### src/rtl/int_to_fp_pkg.sv
// Shared definitions for the 16-bit integer to 13-bit float converter:
// field widths, FSM encoding, saturation value and the magnitude helper.
package int_to_fp_pkg;

  localparam int INT_W = 16;
  localparam int FP_W  = 13;
  localparam int EXP_W = 4;
  localparam int MAN_W = 8;

  // The exponent counts down from INT_W, so it needs one bit more than the field
  localparam logic [EXP_W:0]   EXP_START = 5'd16;
  localparam logic [FP_W-1:0]  FP_SAT    = 13'h1FFF;
  localparam logic [FP_W-1:0]  FP_ZERO   = 13'h0000;

  typedef enum logic [1:0] {
    ST_IDLE = 2'd0,
    ST_NORM = 2'd1,
    ST_DONE = 2'd2
  } state_t;

  // Magnitude of a two's-complement value; -32768 maps to 16'h8000 unsigned
  function automatic logic [INT_W-1:0] abs_mag(input logic [INT_W-1:0] v);
    logic [INT_W-1:0] m;
    if (v[INT_W-1]) begin
      m = ~v + 16'd1;
    end else begin
      m = v;
    end
    return m;
  endfunction

endpackage

### src/rtl/int_to_fp.sv
// Sequential integer-to-float converter: normalizes the magnitude one bit per
// cycle and emits {sign, exp[3:0], mantissa[7:0]} with a done_tick pulse.
module int_to_fp
  import int_to_fp_pkg::*;
(
  input  logic              clk,
  input  logic              reset,
  input  logic              start,
  input  logic [INT_W-1:0]  din,
  output logic              ready,
  output logic              done_tick,
  output logic [FP_W-1:0]   dout,
  output logic              ovf
);

  state_t            state_r;
  logic              sign_r;
  logic [INT_W-1:0]  mag_r;
  logic [EXP_W:0]    exp_r;

  // Control FSM and datapath; all outputs are registered
  always_ff @(posedge clk) begin
    if (reset) begin
      state_r   <= ST_IDLE;
      sign_r    <= 1'b0;
      mag_r     <= '0;
      exp_r     <= '0;
      ready     <= 1'b1;
      done_tick <= 1'b0;
      dout      <= FP_ZERO;
      ovf       <= 1'b0;
    end else begin
      case (state_r)
        ST_IDLE: begin
          done_tick <= 1'b0;
          if (start) begin
            sign_r  <= din[INT_W-1];
            mag_r   <= abs_mag(din);
            exp_r   <= EXP_START;
            ready   <= 1'b0;
            state_r <= ST_NORM;
          end else begin
            ready   <= 1'b1;
          end
        end

        ST_NORM: begin
          if (mag_r == '0) begin
            dout      <= FP_ZERO;
            ovf       <= 1'b0;
            done_tick <= 1'b1;
            state_r   <= ST_DONE;
          end else if (mag_r[INT_W-1]) begin
            // An unshifted MSB means |din| = 2^15, which the 4-bit exponent cannot hold
            if (exp_r == EXP_START) begin
              dout <= FP_SAT;
              ovf  <= 1'b1;
            end else begin
              dout <= {sign_r, exp_r[EXP_W-1:0], mag_r[INT_W-1 -: MAN_W]};
              ovf  <= 1'b0;
            end
            done_tick <= 1'b1;
            state_r   <= ST_DONE;
          end else begin
            mag_r <= {mag_r[INT_W-2:0], 1'b0};
            exp_r <= exp_r - 5'd1;
          end
        end

        ST_DONE: begin
          done_tick <= 1'b0;
          ready     <= 1'b1;
          state_r   <= ST_IDLE;
        end

        default: begin
          done_tick <= 1'b0;
          ready     <= 1'b1;
          state_r   <= ST_IDLE;
        end
      endcase
    end
  end

endmodule

### config.mk
export PLATFORM = sky130hd
export DESIGN_NAME = int_to_fp
export DESIGN_NICKNAME = d
export VERILOG_FILES = /design/src/rtl/int_to_fp_pkg.sv /design/src/rtl/int_to_fp.sv
export SDC_FILE = /design/constraint.sdc
export NUM_CORES = 1
export LEC_CHECK = 0
export CORE_MARGIN = 2
export CORE_UTILIZATION = 29
export DETAILED_ROUTE_END_ITERATION = 8
export PLACE_DENSITY = 0.57
export SYNTH_ARGS = -nofsm -noshare
export SYNTH_HDL_FRONTEND = slang
export SYNTH_SLANG_ARGS = --single-unit
export TNS_END_PERCENT = 20
### constraint.sdc
create_clock -name clk -period 2.4 [get_ports clk]
set_input_delay 0.24 -clock clk [delete_from_list [all_inputs] [get_ports clk]]
set_output_delay 0.24 -clock clk [all_outputs]
set_load 0.01 [all_outputs]
==> flow_summary_export.csv, run 1 <==
group,metric,value,unit
run_status,status,"finished, final reports clean",
finish,drive_gt1_share,11.5,%
detailed_routing,wl,4.98,mm
setup_path,crit_end,"mag_r[13]$_SDFFE_PP0P_",
logic_synthesis,netlist_instances,237,
pwr,power.internal,1.12,mW
timing,setup_ws,0.314,ns
logic_synthesis,synth_commonest_cells,"dfxtp_1, a21oi_1, nand2_1",
setup_path,cp.required,2.58,ns
setup_path,worstSetupStartpoint,"din[1]",
placement,numPlacedInstances,351,
global_routing,grt_pass1_wl,8.39,mm
hold_path,hold_path.class,"reg2reg",
pwr,p_sw,0.507,mW
placement,place_area,2470,um2
pwr,p_leak,0.891,nW
detailed_routing,wire_per_inst,13.9,um
pwr,pwr-share-seq,47.9,%
logic_synthesis,avgSynthCellArea,8.29,um2
setup_path,reg2reg_to,"mag_r[2]$_SDFFE_PP0P_",
logic_synthesis,syn_area,1970,um2
timing,max_slew.worst_pin.slew,1.06,ns
logic_synthesis,synth_edf_count,0,
die,rows,30,
setup_path,critPathKind,"in2reg",
die,core,6680,um2
clock_tree,cts_buffers,5,
logic_synthesis,ys.flop_type,"dfxtp_1",
pwr,p_total,1.62,mW
clock_tree,clockBufferDepth,2,
clock_tree,clock_latency,0.29,ns
pwr,comb_power_share,26.1,%
pwr,ir_drop,239,uV
timing,fin_crit_sh,86.9,%
die,die-width,86.3,um
placement,hpwl,3.66,mm
global_routing,overflow,0,
timing,slew_headroom,29.1,%
logic_synthesis,synth_seq_area_share,40.7,%
finish,final_area,2550,um2
global_routing,grt_max_degree,16,
detailed_routing,drc_errors,0,
clock_tree,root_buffer,"clkbuf_8",
timing,finalHoldViolCount,0,
placement,pre_cts_ws,-0.0116,ns
die,die_area,7450,um2
setup_path,worstSetupEndpointType,"flop",
finish,regArea,801,um2
clock_tree,cts_sinks,40,
detailed_routing,first_iter_violations,176,
timing,rsz0062_at_grt,"false",
finish,final_util,38.1,%
logic_synthesis,yosys_warnings,0,
clock_tree,cts_tree,"done",
logic_synthesis,syn_nets,258,
logic_synthesis,ys_top_cells_by_area,"dfxtp_1, a21oi_1, xnor2_1, nand2_1, o21ai_0",
finish,nets,299,
setup_path,rr_worst_depth,6,
timing,skew,0.00799,ns
die,die_height,86.3,um
detailed_routing,first_pass_iters,4,
logic_synthesis,synth.top_cell.area_share,40.7,%
clock_tree,cts_resized,0,
timing,layout_min_cycle_time,2.09,ns
die,start_util,29.4,%
finish,areaGrowthSynthToFinish,29.6,%
clock_tree,post-cts-setup-buffers,0,
setup_path,cp_max_fo,6,
logic_synthesis,async_reset_ff_share,0,%
pwr,p_clk_share,26.0,%
pwr,power_density,638,nW/um2
finish,nFillCells,718,
global_routing,track_usage,14.0,%
finish,diodes,0,
clock_tree,cts_max_level,2,
logic_synthesis,yosys.area.top_type,"dfxtp_1",
logic_synthesis,synth.most_common_cell,"dfxtp_1",
setup_path,regToRegSetupSlack,0.38,ns
clock_tree,cts_hold_buf,0,
finish,fin_cells,358,
clock_tree,path_clk_slew,0.08,ns
timing,drv_slew,0,
detailed_routing,ant_nets,0,
detailed_routing,via_count,1826,
timing,fmax,479,MHz
setup_path,worstPathArrival,2.27,ns
job,maxCapViolCount,0,
timing,final-setup-viol-count,0,
die,io_pins,35,
global_routing,antenna_found_initial,0,
setup_path,cp-start-kind,"primary input",
logic_synthesis,ys_ff_latch,40,
setup_path,r2r_start,"mag_r[10]$_SDFFE_PP0P_",
logic_synthesis,yosysUniqueCellTypes,45,
pwr,p_sw_share,31.2,%
detailed_routing,viasPerCell,5.10,
placement,place.gp.congestion,0.842,
global_routing,grt_pass1_vias,1688,
finish,multi_input_area,1080,um2
placement,buffer_ports.inserted,34,
## cell families (layout without fill, tap and decap cells)
family | after synthesis | count (layout) | synth area share, %
flops | 40 | 40 | 40.7
buf+inv | 23 | 64 | 4.52
compound gates | 74 | 74 | 25.0
simple gates | 81 | 81 | 20.8
fa+ha+maj | 2 | 2 | 1.27
mux | 2 | 2 | 1.02
xor+xnor | 15 | 15 | 6.68
## layer usage
metal / track usage, % / share of wire (%) / vias to the layer above
li1: - / - / 934
met1: 20.8 / 51 / 840
met2: 20.2 / 43 / 46
met3: 2.67 / 4.3 / 6
met4: 4.69 / 1.4 / 0
met5: 0 / 0 / -
## stage by stage
stage / hold WS [ns] / TNS, ns
4_1_cts: 0.457 / 0
3_5_place_dp: 0.448 / -0.0116
3_3_place_gp: 0.439 / 0
2_1_floorplan: 0.381 / 0
6_report: 0.450 / 0
5_1_grt: 0.469 / 0
## sequential cells by signal, indices dropped and copies added, names as in the netlist
name       flops
mag_r         16
dout          13
exp_r          5
state_r        2
done_tick      1
ovf            1
ready          1
sign_r         1
## placed cells by master (no fill, tap or decap), types with 2 or more instances in the layout
master            n
a21oi_1          26
xnor2_1          12
nor2b_1           6
dfxtp_1          40
ha_1              2
o41ai_1           3
nor4_1            4
o31ai_1           5
and4_1            2
nor2_1           19
buf_4            17
nand2_1          24
a211oi_1          2
or2_2             2
o41ai_2           2
nor3_1            9
clkbuf_8          5
xor2_1            3
o21ai_0          17
nand2b_1          2
or3_1             4
clkdlybuf4s50_1  34
a221oi_1          5
a22oi_1           3
inv_1             6
mux2i_1           2
## worst min path at each step
stage	start	to	slack, ns	cells after the start
finish	dout[9]$_SDFFE_PP0P_	dout[9]$_SDFFE_PP0P_	0.45	2
floorplan	din[0]	mag_r[0]$_SDFFE_PP0P_	0.38	2
CTS	dout[6]$_SDFFE_PP0P_	dout[6]$_SDFFE_PP0P_	0.46	2
global placement	dout[11]$_SDFFE_PP0P_	dout[11]$_SDFFE_PP0P_	0.44	2
global route	dout[9]$_SDFFE_PP0P_	dout[9]$_SDFFE_PP0P_	0.47	2
detailed placement	dout[9]$_SDFFE_PP0P_	dout[9]$_SDFFE_PP0P_	0.45	2
## worst max-delay path, cell delays in order
cell	delay (ns)
clkdlybuf4s50_1	0.44
or4_4	0.59
o41ai_1	0.51
xnor2_1	0.14
a221oi_2	0.27
nor3_1	0.07
## power by group through the flow
stage / clock network [mW] / logic, mW / registers [mW]
final: 0.422 / 0.425 / 0.778
after detailed placement: 0 / 0.424 / 0.794
after CTS: 0.438 / 0.426 / 0.778
after floorplan: 0 / 0.266 / 0.784
after global routing: 0.467 / 0.472 / 0.788
after global placement: 0 / 0.421 / 0.792
## final cells by class
type / count / area share, %
Tap cell: 80 / 3.93
Sequential cell: 40 / 31.4
Clock buffer: 6 / 2.85
Clock inverter: 1 / 0.196
Multi-Input combinational cell: 174 / 42.3
Timing Repair Buffer: 51 / 18.4
Inverter: 6 / 0.884
Note: power is estimated with default switching activity, not from simulation.
==> run 2, diff against run 1 <==
CAP_MARGIN = 20   (was default)
==> run 2 against run 1 <==
- first-iteration DRC count decreased by 13%
- clock skew decreased by 0.00058 ns
- via count increased by 2.1%
- die area unchanged
- sequential power about the same
- critical path type unchanged
- critical endpoint is now mag_r[12]$_SDFFE_PP0P_
==> flow_summary_export.csv, run 2 (synthesis gave the netlist of run 1 again) <==
group,metric,value,unit
detailed_routing,ant_nets,0,
clock_tree,root_buffer,"clkbuf_8",
detailed_routing,viasPerCell,5.18,
setup_path,reg2reg_to,"mag_r[1]$_SDFFE_PP0P_",
placement,place.gp.congestion,0.842,
finish,layout_common_cells,"dfxtp_1, clkdlybuf4s50_1, a21oi_1",
die,core,6680,um2
global_routing,grt_pass1_wl,8.39,mm
setup_path,slowest_stage,"or3b_1",
placement,numPlacedInstances,351,
global_routing,track_usage,14.0,%
finish,final_area,2560,um2
finish,nFillCells,717,
detailed_routing,first_iter_violations,153,
finish,fin_cells,360,
die,die_height,86.3,um
finish,diodes,0,
die,rows,30,
setup_path,cp_max_fo,5,
detailed_routing,via_count,1864,
global_routing,overflow,0,
finish,largest_register_ffs,16,
placement,buffer_ports.inserted,34,
clock_tree,post-cts-setup-buffers,0,
setup_path,r2r_start,"mag_r[15]$_SDFFE_PP0P_",
finish,largest-register,"mag_r",
timing,max_slew.worst_pin.slew,0.594,ns
setup_path,worstSetupEndpointType,"flop",
global_routing,grt_max_degree,16,
setup_path,crit_end,"mag_r[12]$_SDFFE_PP0P_",
timing,finalHoldViolCount,0,
clock_tree,cts_sinks,40,
placement,hpwl,3.66,mm
clock_tree,path_clk_slew,0.08,ns
global_routing,grt_pass1_vias,1688,
timing,fin_crit_sh,87.6,%
finish,nets,301,
pwr,p_leak,0.899,nW
finish,drive_gt1_share,11.8,%
finish,mostFrequentLayoutCell,"dfxtp_1",
setup_path,crit_buf_inv,2,
job,maxCapViolCount,0,
hold_path,hold_path.class,"reg2reg",
die,io_pins,35,
detailed_routing,drc_errors,0,
clock_tree,cts_buffers,5,
clock_tree,cts_hold_buf,0,
clock_tree,cts_max_level,2,
setup_path,cp.required,2.58,ns
timing,final-setup-viol-count,0,
finish,reg.largest.list,"mag_r (16), dout (13), exp_r (5)",
detailed_routing,wire_per_inst,13.8,um
pwr,ir_drop,239,uV
finish,areaGrowthSynthToFinish,30.2,%
setup_path,rr_worst_depth,7,
die,die_area,7450,um2
setup_path,cp-start-kind,"primary input",
detailed_routing,first_pass_iters,4,
pwr,power_density,636,nW/um2
clock_tree,clock_latency,0.29,ns
clock_tree,clockBufferDepth,2,
placement,place_area,2470,um2
timing,rsz0062_at_grt,"false",
timing,slew_headroom,60.3,%
clock_tree,cts_tree,"done",
timing,skew,0.00742,ns
clock_tree,cts_resized,0,
global_routing,antenna_found_initial,0,
detailed_routing,wl,4.98,mm
setup_path,critPathKind,"in2reg",
setup_path,crit_chain,"clkdlybuf4s50_1 -> inv_1 -> ha_1 -> or3b_1 -> o41ai_2 -> xnor2_1 -> a221oi_1 -> nor3_1",
die,start_util,29.4,%
setup_path,max_stage_delay,0.47,ns
run_status,status,"finished, final reports clean",
setup_path,worstPathArrival,2.28,ns
finish,final_util,38.3,%
die,die-width,86.3,um
timing,drv_slew,0,
setup_path,path_delay_family,"compound AO/OA/AOI/OAI gates",
setup_path,regToRegSetupSlack,0.49,ns
setup_path,crit_cells,8,
setup_path,worstSetupStartpoint,"din[1]",
timing,fin_tns_setup,0,ns
timing,layout_min_cycle_time,2.10,ns
timing,fmax,476,MHz
[run 2: cell types whose count changed in the layout (fill, tap and decap cells not counted)]
cell	change
nor2_1	+1
buf_4	+2
nor2_2	-1
[run 2: area by class of cell]
| type | count | area, um2 | share of cell area (%) |
|---|---|---|---|
| multi-input combinational | 174 | 1080 | 42.0 |
| sequential | 40 | 801 | 31.3 |
| clock buffer | 6 | 72.6 | 2.83 |
| clock inverter | 1 | 5.00 | 0.196 |
| inverter | 6 | 22.5 | 0.880 |
| tap | 80 | 100 | 3.91 |
| timing repair buffer | 53 | 483 | 18.9 |
[run 2: worst min path at each step]
stage / from / to / slack [ns] / depth (start not counted)
final: dout[9]$_SDFFE_PP0P_ / dout[9]$_SDFFE_PP0P_ / 0.45 / 2
after floorplan: din[0] / mag_r[0]$_SDFFE_PP0P_ / 0.38 / 2
after CTS: dout[6]$_SDFFE_PP0P_ / dout[6]$_SDFFE_PP0P_ / 0.46 / 2
after global routing: dout[9]$_SDFFE_PP0P_ / dout[9]$_SDFFE_PP0P_ / 0.47 / 2
after detailed placement: dout[9]$_SDFFE_PP0P_ / dout[9]$_SDFFE_PP0P_ / 0.45 / 2
after global placement: dout[11]$_SDFFE_PP0P_ / dout[11]$_SDFFE_PP0P_ / 0.44 / 2
[run 2: power breakdown]
part	leakage [nW]	switching, mW	internal [mW]
clock network	0.0410	0.222	0.198
registers	0.327	0.0528	0.726
logic	0.531	0.232	0.199
total	0.899	0.507	1.12
[run 2: tightest hold or removal path: stages, from the launching register on]
cell and delay [ns]:
dfxtp_1 0.31, nand2_1 0.05, a21oi_1 0.05
[run 2: through the flow]
stage	hold WS, ns	total power [mW]	worst slack (ns)
2_1_floorplan	0.381	1.05	0.576
3_3_place_gp	0.439	1.21	0.0322
3_5_place_dp	0.448	1.22	-0.0116
4_1_cts	0.457	1.64	0.0274
5_1_grt	0.469	1.73	0.198
6_report	0.450	1.63	0.298
[run 2: metal layers]
| metal | GRT usage, % | wire length, um | part of all wire (%) |
|---|---|---|---|
| met1 | 20.8 | 2560 | 51 |
| met2 | 20.2 | 2160 | 43 |
| met3 | 2.67 | 181 | 3.6 |
| met4 | 4.69 | 71 | 1.4 |
| met5 | 0 | 0 | 0 |
